[config.mk]
export PLATFORM = sky130hd
export DESIGN_NAME = pc_gen
export DESIGN_NICKNAME = d
export VERILOG_FILES = /design/src/rtl/cpu_pkg.sv /design/src/rtl/pc_next_mux.sv /design/src/rtl/pc_gen.sv
export SDC_FILE = /design/constraint.sdc
export NUM_CORES = 1
export LEC_CHECK = 0
export CAP_MARGIN = 20
export CORE_ASPECT_RATIO = 0.75
export CORE_MARGIN = 5
export CORE_UTILIZATION = 40
export DETAILED_ROUTE_END_ITERATION = 8
export GPL_TIMING_DRIVEN = 0
export PLACE_DENSITY = 0.72
export SYNTH_ARGS = -nofsm -noshare
export SYNTH_HDL_FRONTEND = slang
export SYNTH_SLANG_ARGS = --single-unit
[constraint.sdc]
create_clock -name i_clk -period 3.9 [get_ports i_clk]
set_input_delay 0.975 -clock i_clk [delete_from_list [all_inputs] [get_ports i_clk]]
set_output_delay 0.975 -clock i_clk [all_outputs]
set_load 0.02 [all_outputs]
[src/rtl/cpu_pkg.sv]
// Shared encodings for the fetch front end: next-PC source select, PC
// generator FSM states and the fixed instruction size.
package cpu_pkg;

  localparam int unsigned INSN_BYTES = 4;
  localparam int unsigned SEL_W      = 2;

  typedef enum logic [SEL_W-1:0] {
    PC_SEQ  = 2'b00,
    PC_BR   = 2'b01,
    PC_JMP  = 2'b10,
    PC_TRAP = 2'b11
  } pc_sel_e;

  typedef enum logic [1:0] {
    ST_BOOT = 2'b00,
    ST_RUN  = 2'b01,
    ST_HALT = 2'b10
  } pc_state_e;

  // Any non-zero low bits make a redirect target unusable for 32-bit fetch.
  function automatic logic is_misaligned(input logic [1:0] i_low);
    return i_low != 2'b00;
  endfunction

endpackage

[src/rtl/pc_next_mux.sv]
// Combinational priority select of the next fetch PC:
// trap > jump > branch > sequential > hold. Misaligned targets fall back to the trap vector.
module pc_next_mux
  import cpu_pkg::*;
#(
  parameter int unsigned     XLEN     = 32,
  parameter logic [XLEN-1:0] TRAP_VEC = XLEN'(32'h0000_0100)
) (
  input  logic [XLEN-1:0] i_pc,
  input  logic            i_advance,
  input  logic            i_trap,
  input  logic            i_jump,
  input  logic [XLEN-1:0] i_jump_target,
  input  logic            i_branch,
  input  logic [XLEN-1:0] i_branch_target,
  output logic [XLEN-1:0] o_next_pc_c,
  output pc_sel_e         o_sel_c,
  output logic            o_redirect_c,
  output logic            o_misalign_c
);

  always_comb begin
    o_next_pc_c  = i_pc;
    o_sel_c      = PC_SEQ;
    o_redirect_c = 1'b0;
    o_misalign_c = 1'b0;
    if (i_trap) begin
      o_next_pc_c  = TRAP_VEC;
      o_sel_c      = PC_TRAP;
      o_redirect_c = 1'b1;
    end else if (i_jump) begin
      o_redirect_c = 1'b1;
      if (is_misaligned(i_jump_target[1:0])) begin
        o_next_pc_c  = TRAP_VEC;
        o_sel_c      = PC_TRAP;
        o_misalign_c = 1'b1;
      end else begin
        o_next_pc_c = i_jump_target;
        o_sel_c     = PC_JMP;
      end
    end else if (i_branch) begin
      o_redirect_c = 1'b1;
      if (is_misaligned(i_branch_target[1:0])) begin
        o_next_pc_c  = TRAP_VEC;
        o_sel_c      = PC_TRAP;
        o_misalign_c = 1'b1;
      end else begin
        o_next_pc_c = i_branch_target;
        o_sel_c     = PC_BR;
      end
    end else if (i_advance) begin
      // Natural XLEN-bit wrap: the last word rolls over to address zero.
      o_next_pc_c = i_pc + XLEN'(INSN_BYTES);
    end
  end

endmodule

[src/rtl/pc_gen.sv]
// Program-counter generator: holds the fetch PC, runs the BOOT/RUN/HALT FSM,
// presents the PC over valid/ready and counts accepted fetches.
module pc_gen
  import cpu_pkg::*;
#(
  parameter int unsigned     XLEN     = 32,
  parameter logic [XLEN-1:0] RESET_PC = XLEN'(32'h0000_0000),
  parameter logic [XLEN-1:0] TRAP_VEC = XLEN'(32'h0000_0100)
) (
  input  logic            i_clk,
  input  logic            i_rst_n,
  input  logic            i_branch_taken,
  input  logic [XLEN-1:0] i_branch_target,
  input  logic            i_jump,
  input  logic [XLEN-1:0] i_jump_target,
  input  logic            i_trap,
  input  logic            i_stall,
  input  logic            i_halt,
  input  logic            i_resume,
  input  logic            i_if_ready,
  output logic [XLEN-1:0] o_pc,
  output logic            o_pc_valid,
  output logic [1:0]      o_pc_sel,
  output logic            o_flush,
  output logic            o_misalign,
  output logic [31:0]     o_fetch_cnt
);

  localparam int unsigned CNT_W = 32;

  pc_state_e        r_state;
  pc_state_e        w_next_state;
  logic [XLEN-1:0]  r_pc;
  logic             r_pc_valid;
  pc_sel_e          r_pc_sel;
  logic             r_flush;
  logic             r_misalign;
  logic [CNT_W-1:0] r_fetch_cnt;

  logic             w_advance;
  logic             w_trap_en;
  logic             w_jump_en;
  logic             w_branch_en;
  logic [XLEN-1:0]  w_next_pc;
  pc_sel_e          w_sel;
  logic             w_redirect;
  logic             w_misalign;

  // Redirects are ignored while booting; branches are also ignored while halted.
  assign w_advance   = r_pc_valid & i_if_ready & ~i_stall;
  assign w_trap_en   = i_trap & (r_state != ST_BOOT);
  assign w_jump_en   = i_jump & (r_state != ST_BOOT);
  assign w_branch_en = i_branch_taken & (r_state == ST_RUN);

  pc_next_mux #(
    .XLEN     (XLEN),
    .TRAP_VEC (TRAP_VEC)
  ) u_pc_next_mux (
    .i_pc            (r_pc),
    .i_advance       (w_advance),
    .i_trap          (w_trap_en),
    .i_jump          (w_jump_en),
    .i_jump_target   (i_jump_target),
    .i_branch        (w_branch_en),
    .i_branch_target (i_branch_target),
    .o_next_pc_c     (w_next_pc),
    .o_sel_c         (w_sel),
    .o_redirect_c    (w_redirect),
    .o_misalign_c    (w_misalign)
  );

  always_ff @(posedge i_clk) begin
    if (!i_rst_n) begin
      r_state <= ST_BOOT;
    end else begin
      r_state <= w_next_state;
    end
  end

  always_comb begin
    w_next_state = r_state;
    case (r_state)
      ST_BOOT: w_next_state = ST_RUN;
      ST_RUN:  if (i_halt) w_next_state = ST_HALT;
      ST_HALT: if (i_resume | i_trap | i_jump) w_next_state = ST_RUN;
      default: w_next_state = ST_BOOT;
    endcase
  end

  // pc_valid is registered alongside the state so it tracks RUN exactly.
  always_ff @(posedge i_clk) begin
    if (!i_rst_n) begin
      r_pc        <= RESET_PC;
      r_pc_valid  <= 1'b0;
      r_pc_sel    <= PC_SEQ;
      r_flush     <= 1'b0;
      r_misalign  <= 1'b0;
      r_fetch_cnt <= '0;
    end else begin
      r_pc        <= w_next_pc;
      r_pc_valid  <= (w_next_state == ST_RUN);
      r_pc_sel    <= w_sel;
      r_flush     <= w_redirect;
      r_misalign  <= w_misalign;
      if (w_advance) begin
        r_fetch_cnt <= r_fetch_cnt + CNT_W'(1);
      end
    end
  end

  assign o_pc        = r_pc;
  assign o_pc_valid  = r_pc_valid;
  assign o_pc_sel    = r_pc_sel;
  assign o_flush     = r_flush;
  assign o_misalign  = r_misalign;
  assign o_fetch_cnt = r_fetch_cnt;

endmodule

* Word-level counts from Yosys, hierarchy flattened
Index checks and enable logic that the tools add are counted.
** Storage, ports and cells
- Input bits :: 73
- Memory bits (writable) :: 0
- Latch bits :: 0
- ROM bits :: 0
- Memories :: 0
- Logic and storage cells :: 50
- Output and inout bits :: 69
- Register bits after elaboration :: 71
** Operators by class
- Eq/ne operators :: 3
- Bitwise operators :: 9
- Divide/modulo/power cells :: 0
- Reductions and logical operators :: 7
- Magnitude comparators :: 0
- Multiplexer cells :: 21
- $add $sub $neg :: 2
- Multiply operators :: 0
- Shifts and indexed selects :: 0
** Operators with widths (count)
- 2-to-1 mux 32 bit :: 5
- adder 32 x 1 -> 32 bit, second input constant :: 1
- adder 32 x 3 -> 32 bit, second input constant :: 1
- 2-to-1 mux 2 bit :: 6
- 2-to-1 mux 9 bit :: 1
- 2-to-1 mux 1 bit :: 8
- case mux 2 bit (3 select lines) :: 1
- nonzero test 2 bit :: 3
- bitwise AND 1 bit :: 5
- equality test 2 x 1 -> 1 bit, second input constant :: 2
- nonzero test 4 bit :: 1
- nonzero test 3 bit :: 1
- equality test 2 bit, second input constant :: 1
- zero test 2 bit :: 1
- inverter 1 bit :: 2
- bitwise OR 1 bit :: 2
- OR reduction 2 bit :: 1

* Logic depth before layout (Yosys ltp)
- Depth after elaboration :: 6
- Mapped depth :: 7
- Depth with buffers taken out :: 6

* Cells and area by module
From an unflattened synthesis, not the netlist that was laid out.
** Unflattened totals
- Cell total of the unflattened synthesis :: 463
- Area, all modules :: 3812.4 µm²
** Modules (own cells, without submodules)
- pc_gen :: cells each 264, area an instance 2587.5 µm², times used 1, seq. area each 1421.4 µm²
- pc_next_mux :: cells each 199, area an instance 1224.9 µm², times used 1, seq. area each 0.0 µm²

* Least setup slack after synthesis
No wires, ideal clock.
- Path kind :: input to register
- From :: in i_stall
- To :: reg r_fetch_cnt[29] (netlist: o_fetch_cnt[29])
- Setup slack :: 1.599 ns
- Setup time :: 0.071 ns
- Cell stages on the path :: 6
- Required time :: 3.829 ns
- Arrival :: 2.230 ns
- Buffers on the path :: 1
- Cell sequence :: and3b_2 and4_1 buf_2 nand4_1 or3_1 a21oi_1
** Between the ends
- Longest elaborated chain between the ends :: 2
** RTL lines
- start, declared :: line pc_gen.sv:17 : input logic i_stall,
- inverter 1 bit :: line pc_gen.sv:50 : assign w_advance = r_pc_valid & i_if_ready & ~i_stall;
- bitwise AND 1 bit :: line pc_gen.sv:50
- end signal, assigned :: line pc_gen.sv:106 : r_fetch_cnt <= r_fetch_cnt + CNT_W'(1);
- end, declared :: line pc_gen.sv:38 : logic [CNT_W-1:0] r_fetch_cnt;
No other way between the ends.
A chain may end at the register's enable or synchronous reset.

* Final worst setup path
- From :: in i_jump
- To :: reg r_pc[25] (netlist: o_pc[25])
** Between the ends
- Longest elaborated chain between the ends :: 2
- Elaborated cells between the ends (all ways) :: 3
- Those cells by class :: 1 x mux; 1 x bitwise; 1 x reduce/logical
** RTL lines
- start, declared :: line pc_gen.sv:14 : input logic i_jump,
- bitwise AND 1 bit * :: line pc_gen.sv:52 : assign w_jump_en = i_jump & (r_state != ST_BOOT);
- nonzero test 3 bit (no source line) or 2-to-1 mux 32 bit (tied branches)
- end signal, assigned :: line pc_gen.sv:100 : r_pc <= w_next_pc;
- end, declared :: line pc_gen.sv:33 : logic [XLEN-1:0] r_pc;
Every way passes the cells marked *; elsewhere a longest branch is shown, timed or not.

==> metrics.txt <==
# TYPE chip_impl_metric gauge
chip_impl_info{name="run_status",value="finished clean"} 1
chip_impl_info{name="clock_tree.root_cell",value="clkbuf_16"} 1
chip_impl_metric{name="die-width",unit="um"} 127
chip_impl_metric{name="grt_pass1_vias",unit=""} 4581
chip_impl_info{name="timing_worst_setup_path_type",value="input pin to register"} 1
chip_impl_metric{name="cell_rows",unit=""} 32
chip_impl_metric{name="place_hpwl",unit="um"} 12400
chip_impl_metric{name="dr.first_iter.drc_count",unit=""} 570
chip_impl_metric{name="drt_pass1_iterations",unit=""} 6
chip_impl_info{name="reg2reg_to",value="o_pc[22]$_SDFFE_PP0P_"} 1
chip_impl_metric{name="hold_violations",unit=""} 0
chip_impl_metric{name="internal-power",unit="uW"} 1470
chip_impl_metric{name="ys_seq_elements",unit=""} 71
chip_impl_metric{name="p_sw",unit="uW"} 537
chip_impl_metric{name="power.leakage",unit="uW"} 0.00203
chip_impl_metric{name="total_power",unit="uW"} 2010
chip_impl_metric{name="period_minus_slack",unit="ps"} 3330
chip_impl_info{name="r2r-start",value="o_pc[2]$_SDFFE_PP0P_"} 1
chip_impl_metric{name="pwr_density_cell",unit="nW/um^2"} 331
chip_impl_info{name="dominantRegCellSynth",value="dfxtp_1"} 1
chip_impl_metric{name="power.share.combinational",unit="%"} 17.2
chip_impl_metric{name="ios",unit=""} 142
chip_impl_metric{name="worst-r2r-setup-slack",unit="ps"} 1470
chip_impl_metric{name="async_reset_ff_share",unit="%"} 0
chip_impl_metric{name="grt_pass1_wl",unit="um"} 25300
chip_impl_metric{name="power.clock.fraction",unit="%"} 44.6
chip_impl_info{name="crit_path_start_kind",value="input pin"} 1
chip_impl_metric{name="seq_pwr_share",unit="%"} 38.2
chip_impl_metric{name="cts_max_level",unit=""} 3
chip_impl_metric{name="clockBufferDepth",unit=""} 2
chip_impl_info{name="cp_cell_sequence",value="clkdlybuf4s50_1, o21ai_1, nor3_1, clkbuf_1, a221oi_1, a211oi_1"} 1
chip_impl_metric{name="crit_share_post_route",unit="%"} 85.5
chip_impl_metric{name="worstPathRequired",unit="ps"} 4140
chip_impl_metric{name="cts-hold-fix-buffers",unit=""} 0
chip_impl_metric{name="clkTransAtPathRegs",unit="ps"} 60
chip_impl_metric{name="worst_reg2reg_path_length_in_cells",unit=""} 6
chip_impl_metric{name="maxClockFrequency",unit="GHz"} 0.300
chip_impl_metric{name="min_delay_path_depth",unit=""} 1
chip_impl_metric{name="initial_standard_cell_utilization_of_the_core",unit="%"} 40.5
chip_impl_info{name="rsz0062_at_grt",value="false"} 1
chip_impl_metric{name="antenna_cells_inserted",unit=""} 0
chip_impl_metric{name="full_die_area",unit="um^2"} 12500
chip_impl_metric{name="slew_viol_final",unit=""} 0
chip_impl_metric{name="postRouteWirelength",unit="um"} 16600
chip_impl_metric{name="fin_hold_ws",unit="ps"} 488
chip_impl_metric{name="cp_data_arrival_time",unit="ps"} 3570
chip_impl_info{name="tritoncts",value="done"} 1
chip_impl_metric{name="yosysWarningCount",unit=""} 0
chip_impl_metric{name="clock_insertion_delay_at_the_later_pin_of_the_skew_report",unit="ps"} 340
chip_impl_metric{name="portBuffers",unit=""} 141
chip_impl_metric{name="detail-route-antenna-nets",unit=""} 0
chip_impl_metric{name="postLayoutSetupSlackWorst",unit="ps"} 565
chip_impl_metric{name="cts_num_sinks",unit=""} 71
chip_impl_metric{name="drc_viols",unit=""} 0
chip_impl_metric{name="syn-cell-area",unit="um^2"} 4130
chip_impl_metric{name="wl_per_cell",unit="um"} 20.3
chip_impl_info{name="worst_path_max_delay_cell",value="clkdlybuf4s50_1"} 1
chip_impl_metric{name="grt_remaining_overflow",unit=""} 0
chip_impl_info{name="hold_path_class",value="register to register"} 1
chip_impl_metric{name="die_height",unit="um"} 98.0
chip_impl_metric{name="antenna_violations_before_repair",unit=""} 0
chip_impl_metric{name="timing.max_slew.rel_slack",unit="%"} 47.7
chip_impl_metric{name="synth-seq-area-share",unit="%"} 34.4
chip_impl_metric{name="area_of_the_core",unit="um^2"} 10200
chip_impl_metric{name="area_delta_synth_final",unit="%"} 46.4
chip_impl_metric{name="synthDistinctLibCells",unit=""} 60
chip_impl_metric{name="post_route_cells_drive_above_1_share",unit="%"} 7.21
chip_impl_metric{name="setup-tns-final",unit="ps"} 0
chip_impl_metric{name="route.detailed.vias_per_inst",unit=""} 6.10
chip_impl_metric{name="design.final.nets",unit=""} 750
chip_impl_metric{name="synthesis.area_per_instance",unit="um^2"} 7.92
chip_impl_metric{name="n_fill_cell",unit=""} 926
chip_impl_info{name="cp-end-kind",value="register"} 1
chip_impl_metric{name="synthesis.nets",unit=""} 597
chip_impl_metric{name="cts_buffers",unit=""} 9
chip_impl_metric{name="post_cts.repair.setup_buffers",unit=""} 0
chip_impl_metric{name="critPathMaxStageDelay",unit="ps"} 620
chip_impl_metric{name="timing.critical_path.fanout_max",unit=""} 10
chip_impl_metric{name="place_ws",unit="ps"} 254
chip_impl_metric{name="syn_inst",unit=""} 522
chip_impl_metric{name="power_switching_share",unit="%"} 26.8
chip_impl_metric{name="globalRouteTotalUtil",unit="%"} 25.8
chip_impl_metric{name="setup_viol",unit=""} 0
chip_impl_metric{name="drv.max_cap_violation_count",unit=""} 0
chip_impl_metric{name="via_count",unit=""} 4979
chip_impl_metric{name="worst_ir_drop_vdd",unit="mV"} 0.225
chip_impl_metric{name="gp_routability_congestion",unit=""} 0.920
chip_impl_metric{name="fin_skew",unit="ps"} 9.41
chip_impl_metric{name="number_of_enable_flip_flop_cells_after_synthesis",unit=""} 0
chip_impl_metric{name="post_cts.resized_instances",unit=""} 0
chip_impl_metric{name="grt_start_max_net_pins",unit=""} 13
chip_impl_metric{name="worst_pin_slew",unit="ps"} 784
cell families (layout without fill, tap and decap cells):
| group | after synthesis | count (layout) | synth area share [%] |
|---|---|---|---|
| AO/OA/AOI/OAI | 168 | 168 | 26.3 |
| XOR/XNOR | 26 | 26 | 5.51 |
| adder cells (fa/ha/maj) | 2 | 2 | 0.605 |
| buffers and inverters | 45 | 203 | 5.18 |
| flip-flops | 71 | 71 | 34.4 |
| multiplexers | 1 | 1 | 0.242 |
| AND/OR/NAND/NOR | 209 | 209 | 27.8 |
cell usage in the layout, fill, tap and decap left out, types with 4 or more instances in the layout:
master and n:
buf_2 11, nand3_1 30, nor2_1 49, dfxtp_1 71, and2_1 6, clkdlybuf4s50_1 141, xor2_1 14, a211oi_1 8
a221oi_1 17, inv_1 9, clkbuf_16 9, or3_1 16, nor3_1 11, a31oi_1 15, a21oi_1 46, nand2_1 37
nand4_1 18, clkbuf_1 15, and4_1 9, nand3b_1 4, o21a_1 6, xnor2_1 12, clkbuf_8 6, o31a_1 4
o211ai_1 4, a22oi_1 4, o21ai_0 38, and3_1 7
synth_stat cells, types with 11 or more instances:
library cell | instances | share of area (%)
dfxtp_1 | 71 | 34
nor2_1 | 49 | 4.4
a21oi_1 | 46 | 5.6
o21ai_0 | 38 | 4.6
nand2_1 | 37 | 3.4
nand3_1 | 30 | 3.6
nand4_1 | 18 | 2.7
a221oi_1 | 17 | 3.6
or3_1 | 16 | 2.4
a31oi_1 | 15 | 2.3
clkbuf_1 | 15 | 1.4
xor2_1 | 14 | 3.0
xnor2_1 | 12 | 2.5
buf_2 | 11 | 1.3
nor3_1 | 11 | 1.3
through the flow:
| step | utilization [%] | cell area, um^2 | std cells |
|---|---|---|---|
| after floorplan | - | 4130 | 522 |
| after global placement | 56.0 | 5720 | 799 |
| after detailed placement | 56.0 | 5720 | 799 |
| after CTS | 59.2 | 6040 | 815 |
| after global routing | 59.3 | 6050 | 816 |
| final | 59.3 | 6050 | 816 |
registers in the layout (all words and copies together) (netlist names), named ones only:
| signal | cells |
|---|---|
| o_pc | 30 |
| o_misalign | 1 |
| r_state | 2 |
| o_flush | 1 |
| o_pc_sel | 2 |
| o_fetch_cnt | 32 |
| o_pc_valid | 1 |
power by group through the flow:
stage | sequential (uW) | combinational [uW] | clock (uW)
floorplan | 796 | 139 | 0
global route | 768 | 363 | 931
finish | 766 | 344 | 895
CTS | 765 | 336 | 902
global placement | 781 | 333 | 0
detailed placement | 781 | 333 | 0
worst max-delay path: cells and delay by family:
| kind | cells | cell delay (ps) |
|---|---|---|
| AO/OA/AOI/OAI | 3 | 750 |
| buffers and inverters | 2 | 1220 |
| AND/OR/NAND/NOR | 1 | 620 |
how the worst max path moves through the flow:
stage	end	slack, ps	startpoint	cells past startpoint
2_1_floorplan	o_fetch_cnt[29]$_SDFFE_PN0P_	1600	i_stall	6
3_3_place_gp	o_pc[25]$_SDFFE_PP0P_	320	i_jump	6
3_5_place_dp	o_pc[25]$_SDFFE_PP0P_	250	i_jump	6
4_1_cts	o_pc[25]$_SDFFE_PP0P_	600	i_jump	6
5_1_grt	o_pc[25]$_SDFFE_PP0P_	400	i_jump	6
6_report	o_pc[25]$_SDFFE_PP0P_	570	i_jump	6
layer usage:
metal | routed length [um] | global-route usage [%] | vias up | part of all wire [%]
met5 | 41 | 4.31 | - | 0.25
met4 | 408 | 8.99 | 2 | 2.5
met3 | 1590 | 6.07 | 33 | 9.6
met2 | 7220 | 38.2 | 259 | 44
met1 | 7310 | 36.2 | 2395 | 44
li1 | - | - | 2290 | -
layout make-up:
class / count / area (um^2) / area share (%)
Inverter: 10 / 37.5 / 0.620
Clock inverter: 3 / 47.5 / 0.786
Buffer: 35 / 176 / 2.92
Clock buffer: 13 / 280 / 4.63
Sequential cell: 71 / 1420 / 23.5
Tap cell: 136 / 170 / 2.81
Timing Repair Buffer: 142 / 1420 / 23.4
Multi-Input combinational cell: 406 / 2500 / 41.3
Note: power is estimated with default switching activity, not from simulation.
